--- src/rtl/pe_dbuf.sv ---
// Systolic PE: double-buffered weight, valid-qualified MAC,
// signed/unsigned mode, optional saturation with sticky overflow.
module pe_dbuf #(
   parameter int DATA_WIDTH = 8,
   parameter int SIZE       = 8,
   parameter int PSUM_WIDTH = 2*DATA_WIDTH+$clog2(SIZE),
   parameter bit SATURATE   = 1'b1
) (
   input  logic                  clk,
   input  logic                  rst_n,
   input  logic                  signed_mode,
   input  logic [DATA_WIDTH-1:0] weight_in,
   input  logic                  weight_in_valid,
   input  logic                  weight_swap,
   output logic [DATA_WIDTH-1:0] weight_pass,
   output logic                  weight_pass_valid,
   output logic                  weight_swap_pass,
   input  logic [DATA_WIDTH-1:0] act_in,
   input  logic                  act_in_valid,
   output logic [DATA_WIDTH-1:0] act_pass,
   output logic                  act_pass_valid,
   input  logic [PSUM_WIDTH-1:0] psum_in,
   output logic [PSUM_WIDTH-1:0] psum_out,
   output logic                  psum_out_valid,
   output logic                  ovf,
   input  logic                  clr_ovf
);

   localparam int DW = DATA_WIDTH;
   localparam int PW = PSUM_WIDTH;
   localparam int EW = PW + 1;
   localparam int XW = EW - 2*DW;

   logic [DW-1:0]   shadow;
   logic [DW-1:0]   active;
   logic [2*DW-1:0] a_x;
   logic [2*DW-1:0] w_x;
   logic [2*DW-1:0] prod;
   logic [EW-1:0]   prod_x;
   logic [EW-1:0]   psum_x;
   logic [EW-1:0]   sum;
   logic [PW-1:0]   res;
   logic            of;

   // Low 2*DW bits of the extended product are exact in both modes
   always_comb begin
      a_x    = {{DW{signed_mode & act_in[DW-1]}}, act_in};
      w_x    = {{DW{signed_mode & active[DW-1]}}, active};
      prod   = a_x * w_x;
      prod_x = {{XW{signed_mode & prod[2*DW-1]}}, prod};
      psum_x = {signed_mode & psum_in[PW-1], psum_in};
      sum    = prod_x + psum_x;
      res    = sum[PW-1:0];
      of     = signed_mode ? (sum[EW-1] ^ sum[PW-1]) : sum[EW-1];
      if (SATURATE && of) begin
         if (!signed_mode)
            res = '1;
         else if (sum[EW-1])
            res = {1'b1, {(PW-1){1'b0}}};
         else
            res = {1'b0, {(PW-1){1'b1}}};
      end
   end

   always_ff @(posedge clk or negedge rst_n) begin
      if (!rst_n) begin
         shadow            <= '0;
         active            <= '0;
         weight_pass_valid <= 1'b0;
         weight_swap_pass  <= 1'b0;
      end else begin
         weight_pass_valid <= weight_in_valid;
         weight_swap_pass  <= weight_swap;
         if (weight_in_valid)
            shadow <= weight_in;
         if (weight_swap)
            active <= shadow;
      end
   end

   always_ff @(posedge clk or negedge rst_n) begin
      if (!rst_n) begin
         act_pass       <= '0;
         act_pass_valid <= 1'b0;
         psum_out       <= '0;
         psum_out_valid <= 1'b0;
      end else begin
         act_pass_valid <= act_in_valid;
         psum_out_valid <= act_in_valid;
         if (act_in_valid) begin
            act_pass <= act_in;
            psum_out <= res;
         end
      end
   end

   // Set has priority over clear
   always_ff @(posedge clk or negedge rst_n) begin
      if (!rst_n)
         ovf <= 1'b0;
      else if (act_in_valid && of)
         ovf <= 1'b1;
      else if (clr_ovf)
         ovf <= 1'b0;
   end

   assign weight_pass = shadow;

endmodule
--- config.mk ---
export PLATFORM = sky130hd
export DESIGN_NAME = pe_dbuf
export DESIGN_NICKNAME = d
export VERILOG_FILES = /design/src/rtl/pe_dbuf.sv
export SDC_FILE = /design/constraint.sdc
export NUM_CORES = 1
export LEC_CHECK = 0
export ABC_AREA = 1
export CORE_MARGIN = 2
export CORE_UTILIZATION = 50
export CTS_CLUSTER_DIAMETER = 30
export CTS_CLUSTER_SIZE = 30
export DETAILED_ROUTE_END_ITERATION = 16
export PLACE_DENSITY_LB_ADDON = 0.3
export SLEW_MARGIN = 15
export SYNTH_ARGS = -nofsm -noshare
export SYNTH_HDL_FRONTEND = slang
export SYNTH_SLANG_ARGS = --single-unit
--- constraint.sdc ---
create_clock -name clk -period 19.5 [get_ports clk]
set_input_delay 4.875 -clock clk [delete_from_list [all_inputs] [get_ports clk]]
set_output_delay 4.875 -clock clk [all_outputs]
set_load 0.1 [all_outputs]
Yosys cells after proc, flatten, opt, wreduce, memory -nomap -nowiden

Cells that the tools add are included.

Bits in registers: 47
Bits of input ports: 42
Logic and storage cells: 23

$add $sub $neg: 1
Multiply operators: 1
Multiplexer cells: 6
Bitwise operators: 5
Reductions and logical operators: 2

Operators with widths:

| operator            | count |
|---|---|
| $mux W19            | 3 |
| $add A20 B20 Y20    | 1 |
| $mul A9 B9 Y16      | 1 |
| $and A1 B1 Y1       | 4 |
| $mux W1             | 3 |
| $reduce_bool A2 Y1  | 1 |
| $logic_and A1 B1 Y1 | 1 |
| $xor A1 B1 Y1       | 1 |

Logic depth before layout (Yosys ltp)

Depth after elaboration: 8
Mapped depth: 38
Depth with buffers taken out: 36

Worst setup path before layout

No wires, ideal clock.

Path kind: input-to-reg
Start point: in signed_mode
End point: reg psum_out[17]
Setup time: 125 ps
Arrival: 11327 ps
Required time: 19375 ps
Slack: 8048 ps
Stages on the path: 33
Buffers on the path: 3
Cell sequence: buf_6 > clkbuf_1 > nand2_1 > nor2_1 > inv_1 > fa_1 > inv_1 > fa_1 > fa_1 > fa_1 > inv_1 > fa_1 > inv_1 > ha_1 > a21oi_1 > o21bai_1 > a21oi_1 > o21ai_0 > nand2_1 > nand2_1 > a21oi_1 > xnor2_1 > ha_1 > nand2_1 > o311ai_0 > nand3_2 > nand3b_1 > nand2_2 > inv_2 > nand3_2 > buf_4 > nand3_1 > a21oi_2

Longest elaborated chain between the ends: 7
Elaborated cells between the ends (all ways): 11
Those cells by class: add/sub: 1; mul: 1; mux: 4; bitwise: 5

Ends and longest elaborated chain:

| element                                          | RTL line | RTL |
|---|---|---|
| from (decl)                                      | 11       | `input logic signed_mode,` |
| $and A1 B1 Y1, on equally long branches          | 47, 48   |  |
| $mul A9 B9 Y16                                   | 49       | `prod = a_x * w_x;` |
| $and A1 B1 Y1                                    | 50       | `prod_x = {{XW{signed_mode & prod[2*DW-1]}}, prod};` |
| $add A20 B20 Y20                                 | 52       | `sum = prod_x + psum_x;` |
| $mux W19 / $xor A1 B1 Y1 (equally long branches) | 58, 54   |  |
| $mux W19 / $mux W1 (equally long branches)       | 56, 54   |  |
| $mux W19 *                                       | 55       | `if (SATURATE && of) begin` |
| to (signal assigned)                             | 92       | `psum_out <= res;` |
| to (decl)                                        | 23       | `output logic [PSUM_WIDTH-1:0] psum_out,` |

Every way passes the cells marked *; elsewhere a longest branch is shown, timed or not.
A chain may end at the register's enable or synchronous reset.

Final worst setup path

Start point: in signed_mode
End point: reg psum_out[3]

The elaborated chain is that of the path after synthesis.

==> results.ini <==
[cts]
postCtsHoldBufs = 0
clk_path_buf_depth = 2
ctsRootBufferMaster = clkbuf_16
cts_setup_buffers = 0
post_cts_resized = 0
clk_pin_slew_ns = 0.07
clock_latency_ns = 0.29
htreeDepth = 2
cts_num_sinks = 47
cts_tree = done
cts_buffers = 5

[synthesis]
ys_warn_count = 0
syn-instance-count = 724
synth_top_area_frac = 0.224
ys.flop_type = dfrtp_1
ys_ff_latch = 47
synth_top_area_cell = fa_1
syn_nets = 879
synth_area_leaders = fa_1, dfrtp_1, ha_1
ys_top_cells_by_count = inv_1, nand2_1, fa_1
syn-cell-area_um2 = 5720
synth_cell_types = 38
seq_area_frac_synth = 0.206
yosysMostFrequentCell = inv_1
synth_edf_count = 0
syn_area_per_cell_um2 = 7.89
async_flop_share = 1.00

[timing]
finalSetupViolCount = 0
worst_pin_slew_ns = 0.997
layout_worst_path_cycle_share = 0.647
finalCriticalPeriod_ns = 12.62
hold_viol = 0
clock_skew_ns = 0.00536
fin_setup_tns_ns = 0
rsz0062_at_grt = false
slew_headroom = 0.333
fmax_mhz = 79.3
report.final.slew_viol_count = 0

[placed_design]
placed_cell_area_um2 = 6570
port_buffers = 81
placed_cells = 922
place.gp.congestion = 0.912
hpwlAfterDp_um = 10200

[flow_run]
cap_violations = 0

[worst_hold_path]
hold_depth = 1
hp-class = flip-flop to flip-flop
min_from = act_pass[1]
hold_end = act_pass[1]

[worst_setup_path]
r2r-end = psum_out[3]
crit_type = input pin to flip-flop
start_kind = input pin
slowest_stage = clkdlybuf4s50_1
cp-startpoint = signed_mode
cpPeakStageDelay_ns = 0.91
cp-end-kind = flip-flop
r2r-start = active[7]
worst_r2r_path_depth = 29
worstPathRequired_ns = 19.67
regToRegSetupSlack_ns = 11.80
critPathArrivalTime_ns = 12.78
crit_top_cell = fa_1
cp_max_fo = 18

[floorplan]
die_h_um = 111
initial_core_util = 0.507
core_area_um2 = 11300
die_area_um2 = 12300
rows = 39
dieWidth_um = 111
ios = 82

[final_layout]
area_delta_synth_final_pct = 18.0
final_util = 0.598
antenna_cells = 0
final_nets = 941
drive_gt1_frac = 0.0559
final_cells = 930
stdcell_area_um2 = 6740

[global_route]
grt_pass1_vias = 4918
grt_first_pass_wirelength_um = 22500
antenna_found_initial = 0
grt_overflow = 0
track_usage = 0.220
grt_max_degree = 48

[routing]
vias_per_cell = 5.15
first_iter_violations = 247
drc = 0
vias = 4786
ant_nets = 0
drt_first_pass_iters = 5
wirelength_um = 12600
wl_per_cell_um = 13.6

[status]
status = finished, final reports clean

-- final cells by class --
class                           instances  area [µm²]
Clock inverter                          3        46.3
Sequential cell                        47        1180
Inverter                              167         627
Multi-Input combinational cell        483        3770
Timing Repair Buffer                   82         816
Clock buffer                            5         125
Tap cell                              143         179
Fill cell                            1010        4530
-- worst max path at each step --
| stage | to | slack (ns) | cells past startpoint |
|---|---|---|---|
| global route | psum_out[8] | 6.36 | 29 |
| detailed placement | psum_out[16] | 6.67 | 29 |
| floorplan | psum_out[17] | 8.05 | 33 |
| CTS | psum_out[16] | 6.95 | 29 |
| global placement | ovf | 6.88 | 30 |
| finish | psum_out[3] | 6.88 | 30 |
-- layer usage --
layer | routed length [µm] | global-route usage | part of all wire
met4 | 114 | 0.0450 | 0.0090
met2 | 6250 | 0.382 | 0.50
met1 | 5570 | 0.290 | 0.44
met5 | 0 | 0 | 0
met3 | 678 | 0.0421 | 0.054
-- cell families (layout without fill, tap and decap cells) --
group / after synthesis / after routing / share of synthesized area
adder cells (fa/ha/maj): 113 / 113 / 0.331
AND/OR/NAND/NOR: 258 / 258 / 0.193
multiplexers: 13 / 13 / 0.0256
XOR/XNOR: 24 / 24 / 0.0368
AO/OA/AOI/OAI: 75 / 75 / 0.0736
buffers and inverters: 194 / 257 / 0.134
flip-flops: 47 / 47 / 0.206
-- flip-flops by register name, indices dropped and copies added (netlist names) --
| register | flops |
|---|---|
| weight_pass_valid | 1 |
| weight_swap_pass | 1 |
| act_pass | 8 |
| psum_out | 19 |
| psum_out_valid | 1 |
| weight_pass | 8 |
| active | 8 |
| ovf | 1 |
-- cell usage in the layout, fill, tap and decap left out, drive strengths merged, types with 2 or more instances in the layout --
master	synthesis	layout
nand4	4	4
or2	2	2
nand3	46	46
nor2	52	52
fa	64	64
o21ai	19	19
a31oi	2	2
ha	49	49
a211oi	2	2
nand3b	2	2
dfrtp	47	47
clkbuf	19	5
xor2	15	15
clkdlybuf4s50	0	80
o21bai	2	2
inv	167	168
xnor2	9	9
nand2	151	151
a21oi	45	45
buf	8	2
mux2	13	13
-- metrics by stage --
stage	setup slack (ns)	hold WS, ns
CTS	6.95	0.511
floorplan	8.05	0.549
detailed placement	6.67	0.496
global placement	6.88	0.490
finish	6.88	0.504
global route	6.36	0.528
-- critical path, delay by kind of cell --
family | cells | cell delay [ns]
adder cells (fa/ha/maj) | 7 | 3.35
AND/OR/NAND/NOR | 10 | 1.86
AO/OA/AOI/OAI | 7 | 1.42
XOR/XNOR | 1 | 0.13
buffers and inverters | 5 | 1.15
Power is not shown: default switching activity piles up to over one toggle a cycle in this logic, so the estimate is an artifact.
